$ cat config.mk
export PLATFORM = sky130hd
export DESIGN_NAME = memory_arbiter
export DESIGN_NICKNAME = d
export VERILOG_FILES = /design/src/rtl/memory_arbiter.sv
export SDC_FILE = /design/constraint.sdc
export NUM_CORES = 1
export LEC_CHECK = 0
export ABC_AREA = 1
export BUFFER_PORTS_ARGS = -buffer_cell sky130_fd_sc_hd__buf_2
export CORE_MARGIN = 4
export CORE_UTILIZATION = 45
export CTS_BUF_LIST = sky130_fd_sc_hd__clkbuf_8
export DETAILED_ROUTE_END_ITERATION = 8
export PLACE_DENSITY = 0.78
export SYNTH_ARGS = -nofsm -noshare
export SYNTH_HDL_FRONTEND = slang
export SYNTH_SLANG_ARGS = --single-unit
$ cat constraint.sdc
create_clock -name clk -period 10.4 [get_ports clk]
set_input_delay 1.04 -clock clk [delete_from_list [all_inputs] [get_ports clk]]
set_output_delay 1.04 -clock clk [all_outputs]
set_load 0.02 [all_outputs]
$ cat src/rtl/memory_arbiter.sv
// rtl/memory_arbiter.sv - two-port round-robin memory arbiter (fixed priority with ARBITER_FIXED_PRIO_EN)
module memory_arbiter #(
  parameter int MEMORY_SIZE = 4096
) (
  input  logic        clk,
  input  logic        reset,
  input  logic        p0_req,
  input  logic        p0_write,
  input  logic [1:0]  p0_option,
  input  logic [31:0] p0_address,
  input  logic [31:0] p0_write_data,
  input  logic        p1_req,
  input  logic        p1_write,
  input  logic [1:0]  p1_option,
  input  logic [31:0] p1_address,
  input  logic [31:0] p1_write_data,
  output logic        p0_ack,
  output logic        p0_err,
  output logic [31:0] p0_read_data,
  output logic        p1_ack,
  output logic        p1_err,
  output logic [31:0] p1_read_data,
  output logic        mem_read,
  output logic        mem_write,
  output logic [1:0]  mem_option,
  output logic [31:0] mem_address,
  output logic [31:0] mem_write_data,
  input  logic [31:0] mem_read_data,
  output logic        busy
);

  typedef enum logic [1:0] {S_IDLE, S_ACCESS, S_DONE} state_t;

  // Word-granular bound: only address[31:2] decides whether the access is in range.
  localparam logic [29:0] LP_WORDS = 30'(MEMORY_SIZE / 4);

  state_t      r_state;
  state_t      w_next_state;
  logic        r_last_grant;
  logic        r_grant;
  logic        r_err;
  logic        r_busy;
  logic        r_mem_read;
  logic        r_mem_write;
  logic [1:0]  r_mem_option;
  logic [31:0] r_mem_address;
  logic [31:0] r_mem_write_data;
  logic        r_p0_ack;
  logic        r_p0_err;
  logic [31:0] r_p0_read_data;
  logic        r_p1_ack;
  logic        r_p1_err;
  logic [31:0] r_p1_read_data;

  logic        w_any_req;
  logic        w_winner;
  logic        w_sel_write;
  logic [1:0]  w_sel_option;
  logic [31:0] w_sel_address;
  logic [31:0] w_sel_write_data;
  logic        w_in_range;

  // Choose the winning port and mux its command fields.
  always_comb begin
    w_any_req = p0_req | p1_req;
`ifdef ARBITER_FIXED_PRIO_EN
    w_winner = p1_req;
`else
    w_winner = (p0_req && p1_req) ? ~r_last_grant : p1_req;
`endif
    w_sel_write      = w_winner ? p1_write      : p0_write;
    w_sel_option     = w_winner ? p1_option     : p0_option;
    w_sel_address    = w_winner ? p1_address    : p0_address;
    w_sel_write_data = w_winner ? p1_write_data : p0_write_data;
    w_in_range       = (w_sel_address[31:2] < LP_WORDS);
  end

  // State register.
  always_ff @(posedge clk or posedge reset) begin
    if (reset) r_state <= S_IDLE;
    else       r_state <= w_next_state;
  end

  // Next-state logic: each state lasts exactly one cycle once a request is taken.
  always_comb begin
    w_next_state = r_state;
    unique case (r_state)
      S_IDLE:   if (w_any_req) w_next_state = S_ACCESS;
      S_ACCESS: w_next_state = S_DONE;
      S_DONE:   w_next_state = S_IDLE;
      default:  w_next_state = S_IDLE;
    endcase
  end

  // Registered datapath: memory controls, captured read data, ack/err pulses.
  always_ff @(posedge clk or posedge reset) begin
    if (reset) begin
      r_last_grant     <= 1'b1;
      r_grant          <= 1'b0;
      r_err            <= 1'b0;
      r_busy           <= 1'b0;
      r_mem_read       <= 1'b0;
      r_mem_write      <= 1'b0;
      r_mem_option     <= 2'b00;
      r_mem_address    <= 32'h0;
      r_mem_write_data <= 32'h0;
      r_p0_ack         <= 1'b0;
      r_p0_err         <= 1'b0;
      r_p0_read_data   <= 32'h0;
      r_p1_ack         <= 1'b0;
      r_p1_err         <= 1'b0;
      r_p1_read_data   <= 32'h0;
    end else begin
      r_busy <= (w_next_state != S_IDLE);
      unique case (r_state)
        S_IDLE: begin
          if (w_any_req) begin
            r_grant          <= w_winner;
            r_last_grant     <= w_winner;
            r_err            <= ~w_in_range;
            r_mem_read       <= w_in_range & ~w_sel_write;
            r_mem_write      <= w_in_range & w_sel_write;
            r_mem_option     <= w_in_range ? w_sel_option     : 2'b00;
            r_mem_address    <= w_in_range ? w_sel_address    : 32'h0;
            r_mem_write_data <= w_in_range ? w_sel_write_data : 32'h0;
          end
        end
        S_ACCESS: begin
          r_mem_read       <= 1'b0;
          r_mem_write      <= 1'b0;
          r_mem_option     <= 2'b00;
          r_mem_address    <= 32'h0;
          r_mem_write_data <= 32'h0;
          if (r_grant) begin
            r_p1_ack       <= 1'b1;
            r_p1_err       <= r_err;
            r_p1_read_data <= r_mem_read ? mem_read_data : 32'h0;
          end else begin
            r_p0_ack       <= 1'b1;
            r_p0_err       <= r_err;
            r_p0_read_data <= r_mem_read ? mem_read_data : 32'h0;
          end
        end
        S_DONE: begin
          r_p0_ack <= 1'b0;
          r_p0_err <= 1'b0;
          r_p1_ack <= 1'b0;
          r_p1_err <= 1'b0;
        end
        default: ;
      endcase
    end
  end

  assign p0_ack         = r_p0_ack;
  assign p0_err         = r_p0_err;
  assign p0_read_data   = r_p0_read_data;
  assign p1_ack         = r_p1_ack;
  assign p1_err         = r_p1_err;
  assign p1_read_data   = r_p1_read_data;
  assign mem_read       = r_mem_read;
  assign mem_write      = r_mem_write;
  assign mem_option     = r_mem_option;
  assign mem_address    = r_mem_address;
  assign mem_write_data = r_mem_write_data;
  assign busy           = r_busy;

endmodule

==> results <==
- Once detailed placement completed, the half-perimeter wirelength came to 13,500 um.
- The flow ran to the end, and the final reports show no timing, DRC or antenna violations.
- The synthesized netlist net count is 981.
- The mean routed wirelength per cell is 14.86 um.
- The worst setup path is launched from a primary input.
- The die footprint is 16,120 um^2.
- The critical path capture point is mem_address[5]$_DFFE_PP0P_.
- At the pin with the least slew margin, the transition time is 1147 ps.
- The post-synthesis average cell area is 7.854 um^2.
- Cells with a size suffix above 1 make up 32.00% of the layout.
- The achievable clock frequency is 272.0 MHz.
- The post-route worst setup slack is 6723 ps.
- The detailed-route wire length is 18,970 um.
- Sequential elements use 55.80% of the synthesized area.
- The number of sinks handled by clock tree synthesis is 142.
- Dividing total power by cell area gives a power density of 185.6 nW/um^2.
- The master cell of the clock root buffer is clkbuf_8.
- The routed design could run at a clock period as short as 3677 ps.
- The standby leakage power is 0.004794 uW.
- The cell area after layout is 8339 um^2.
- The worst flop-to-flop path startpoint is r_last_grant$_DFFE_PP1P_.
- The highest fanout seen on the critical path is 48.
- The number of global-route vias before repair was 6,078.
- Compared with the post-synthesis result, the final layout area differs by 30.92%.
- The number of enable flip-flop cells after synthesis is 0.
- By area the synthesized netlist is led by dfrtp_1 (55%), nand2_1 (21%), o21ai_0 (5.6%).
- The number of library cell types mapped by synthesis is 19.
- The number of buffers added to fix hold violations after cts is 0.
- The worst-case setup slack after placement is 6264 ps.
- The count of pins over their slew limit was 0.
- The data required time of the worst path is 10,760 ps.
- The post-cts sizing count is 0.
- The clock tree synthesis step divided the H-tree into 4 levels.
- The core region is 13,880 um^2.
- The number of design-rule violations left by the first detailed-router iteration is 347.
- Among all stages on the critical path, the largest delay is contributed by nor2_4.
- In this run the post-CTS setup repair buffer count came out at 0.
- For this run, the number of Yosys warnings is 0.
- Counting stages on the worst path, the most repeated cell is nand2_1.
- The post-detailed-route DRC marker count is 0.
- The worst register-to-register path has a depth of 11.
- After synthesis, the share of flip-flops with an asynchronous set or reset is 100.0%.
- The congestion estimate from routability-driven global placement came to 0.8616.
- After clock tree synthesis, the clock-pin slew on the worst setup and hold paths is 80 ps.
- The count of inserted antenna diode cells is 0.
- The delay of the slowest cell on the worst path is 820 ps.
- The worst register-to-register path has a setup slack of 6900 ps.
- Clock skew on the completed layout was measured at 13.06 ps.
- The worst hold path belongs to the class reg -> reg.
- The via total after detailed routing is 6,377.
- The worst-case hold slack is 479.5 ps.
- The average via count per standard cell is 4.994.
- The cell with the most instances after synthesis is nand2_1.
- Traced cell by cell, the critical path runs through buf_2 > nand2_1 > nand2_2 > buf_4 > nand2_1 > o21ai_1 > nand2_1 > inv_1 > nand2_1 > nor2_4 > nand3_1 > nand2_1.
- In this run the critical register-to-register path is captured at mem_address[5]$_DFFE_PP0P_.
- The post-synth design cell area is 6370 um^2.
- The number of buffers created by CTS is 17.
- The clock tree from TritonCTS is built.
- The count of pins on the block boundary is 307.
- Once the floorplan was initialized, standard cells occupied 45.89% of the core.
- By startpoint and endpoint, the worst setup path is classified as in -> reg.
- The iteration count of the initial detailed-routing pass is 5.
- The number of instances on the worst hold path is 2.
- After synthesis, the most frequently instantiated cells are nand2_1 (348), dfrtp_1 (141), o21ai_0 (71).
- Measured along the y axis, the die boundary spans 127.0 um.
- Synthesis handed over a netlist of 811 instances.
- In the final timing run, aggregate negative setup slack is 0 ps.
- The library cell with the largest summed area after synthesis is dfrtp_1.
- The cell row count is 43.
- The number of antenna violations at the first check in global routing is 0.
- The critical path launch point is p0_req.
- Once placement finished, the instance area stood at 7950 um^2.
- The total overflow reported by the global router is 0.
- The kind of capture point of the worst setup path is a flip-flop.
- The final hold violation count is 0.
- Setup repair after global routing left no endpoint under its margin.
- The number of buffers inserted by port buffering is 306.
- At the worst endpoint, the arrival time is 4040 ps.
- The primary flip-flop cell chosen by synthesis mapping is dfrtp_1.
- For this run, the total global-route usage over all layers was measured as 23.39%.
- In this run, synthesis produced a sequential element count of 142.
- Across the run, the number of max-cap violations was 0.
- After the last flow step, the layout net total stands at 1,256.
- The headroom to the max-slew limit is 23.37%.
- The maximum number of pins on one net before global-route repair is 81.
- From left edge to right edge, the die measures 127.0 um.
- Clock latency on the worst-skew pair, taken at its later pin, is 430 ps.
- Setup violations remaining at the end of the flow were counted as 0.
- The post-detailed-route count of antenna-violating nets is 0.
- The proportion of netlist area held by the largest area contributor is 55.39%.
- Dividing the final minimum period by the clock period gives 35.35%.
- The largest vdd supply drop is 154.7 uV.
- The clock passes through at most 2 buffers.
- The first global-routing pass estimated 30,150 um of wire.
==> through the flow <==
stage	instances	utilization (%)	power, uW
after floorplan	811	-	974.7
after global placement	1247	57.27	1125
after detailed placement	1247	57.27	1132
after CTS	1277	60.08	1569
after global routing	1277	60.08	1648
final	1277	60.08	1548
==> power by group <==
part           leakage, uW  switching (uW)  total, uW  internal, uW
logic              0.00265             352        478           126
clock network     0.000194             201        430           229
registers          0.00195            30.5        640           609
total              0.00479             583       1550           965
==> worst min path at each step <==
stage	slack (ps)	from	endpoint
5_1_grt	500	p0_read_data[19]$_DFFE_PP0P_	p0_read_data[19]$_DFFE_PP0P_
6_report	480	mem_write_data[8]$_DFFE_PP0P_	mem_write_data[8]$_DFFE_PP0P_
3_3_place_gp	460	mem_write_data[14]$_DFFE_PP0P_	mem_write_data[14]$_DFFE_PP0P_
2_1_floorplan	440	r_last_grant$_DFFE_PP1P_	r_last_grant$_DFFE_PP1P_
3_5_place_dp	460	mem_write_data[8]$_DFFE_PP0P_	mem_write_data[8]$_DFFE_PP0P_
4_1_cts	480	mem_write_data[8]$_DFFE_PP0P_	mem_write_data[8]$_DFFE_PP0P_
==> metal layers <==
metal  up-vias  GRT usage, %  share of wire (%)
met5         -             0                  0
met4         0         10.09                3.2
met3        39         5.978                9.0
met2       312         38.89                 48
met1      2920         29.01                 40
li1       3106             -                  -
==> worst max-delay path: cells and delay by family <==
kind,cells,cell delay [ps]
buffers and inverters,3,650
AO/OA/AOI/OAI,1,90
AND/OR/NAND/NOR,8,2210
==> logic make-up after synthesis <==
kind of cell / share of synthesized area (%)
AO/OA/AOI/OAI: 9.507
buffers and inverters: 6.403
AND/OR/NAND/NOR: 28.29
flip-flops: 55.80
==> placed cells by master, fill, tap and decap left out, drive strengths merged, types with 2 or more instances in the layout <==
cell        n
dfrtp     141
inv        42
nand3      60
nand3b      5
nand2     348
buf       311
a21oi      46
clkinv      3
bufinv      2
nor2       38
o21ai      75
clkbuf     20
clkinvlp    3
==> area by class of cell <==
cell class                 instances  area, um^2
multi-input combinational        574        2446
clock buffer                      20       275.3
inverter                          40       155.1
sequential                       142        3555
fill                            1293        5542
clock inverter                    10       113.9
tap                              180       225.2
timing repair buffer             311        1569
==> flip-flops by register name, summed over array words and instances, names as in the netlist, 2 cells and up <==
| signal | flops |
|---|---|
| r_state | 2 |
| mem_write_data | 32 |
| mem_address | 32 |
| p1_read_data | 32 |
| mem_option | 2 |
| p0_read_data | 32 |
Note: power is estimated with default switching activity, not from simulation.
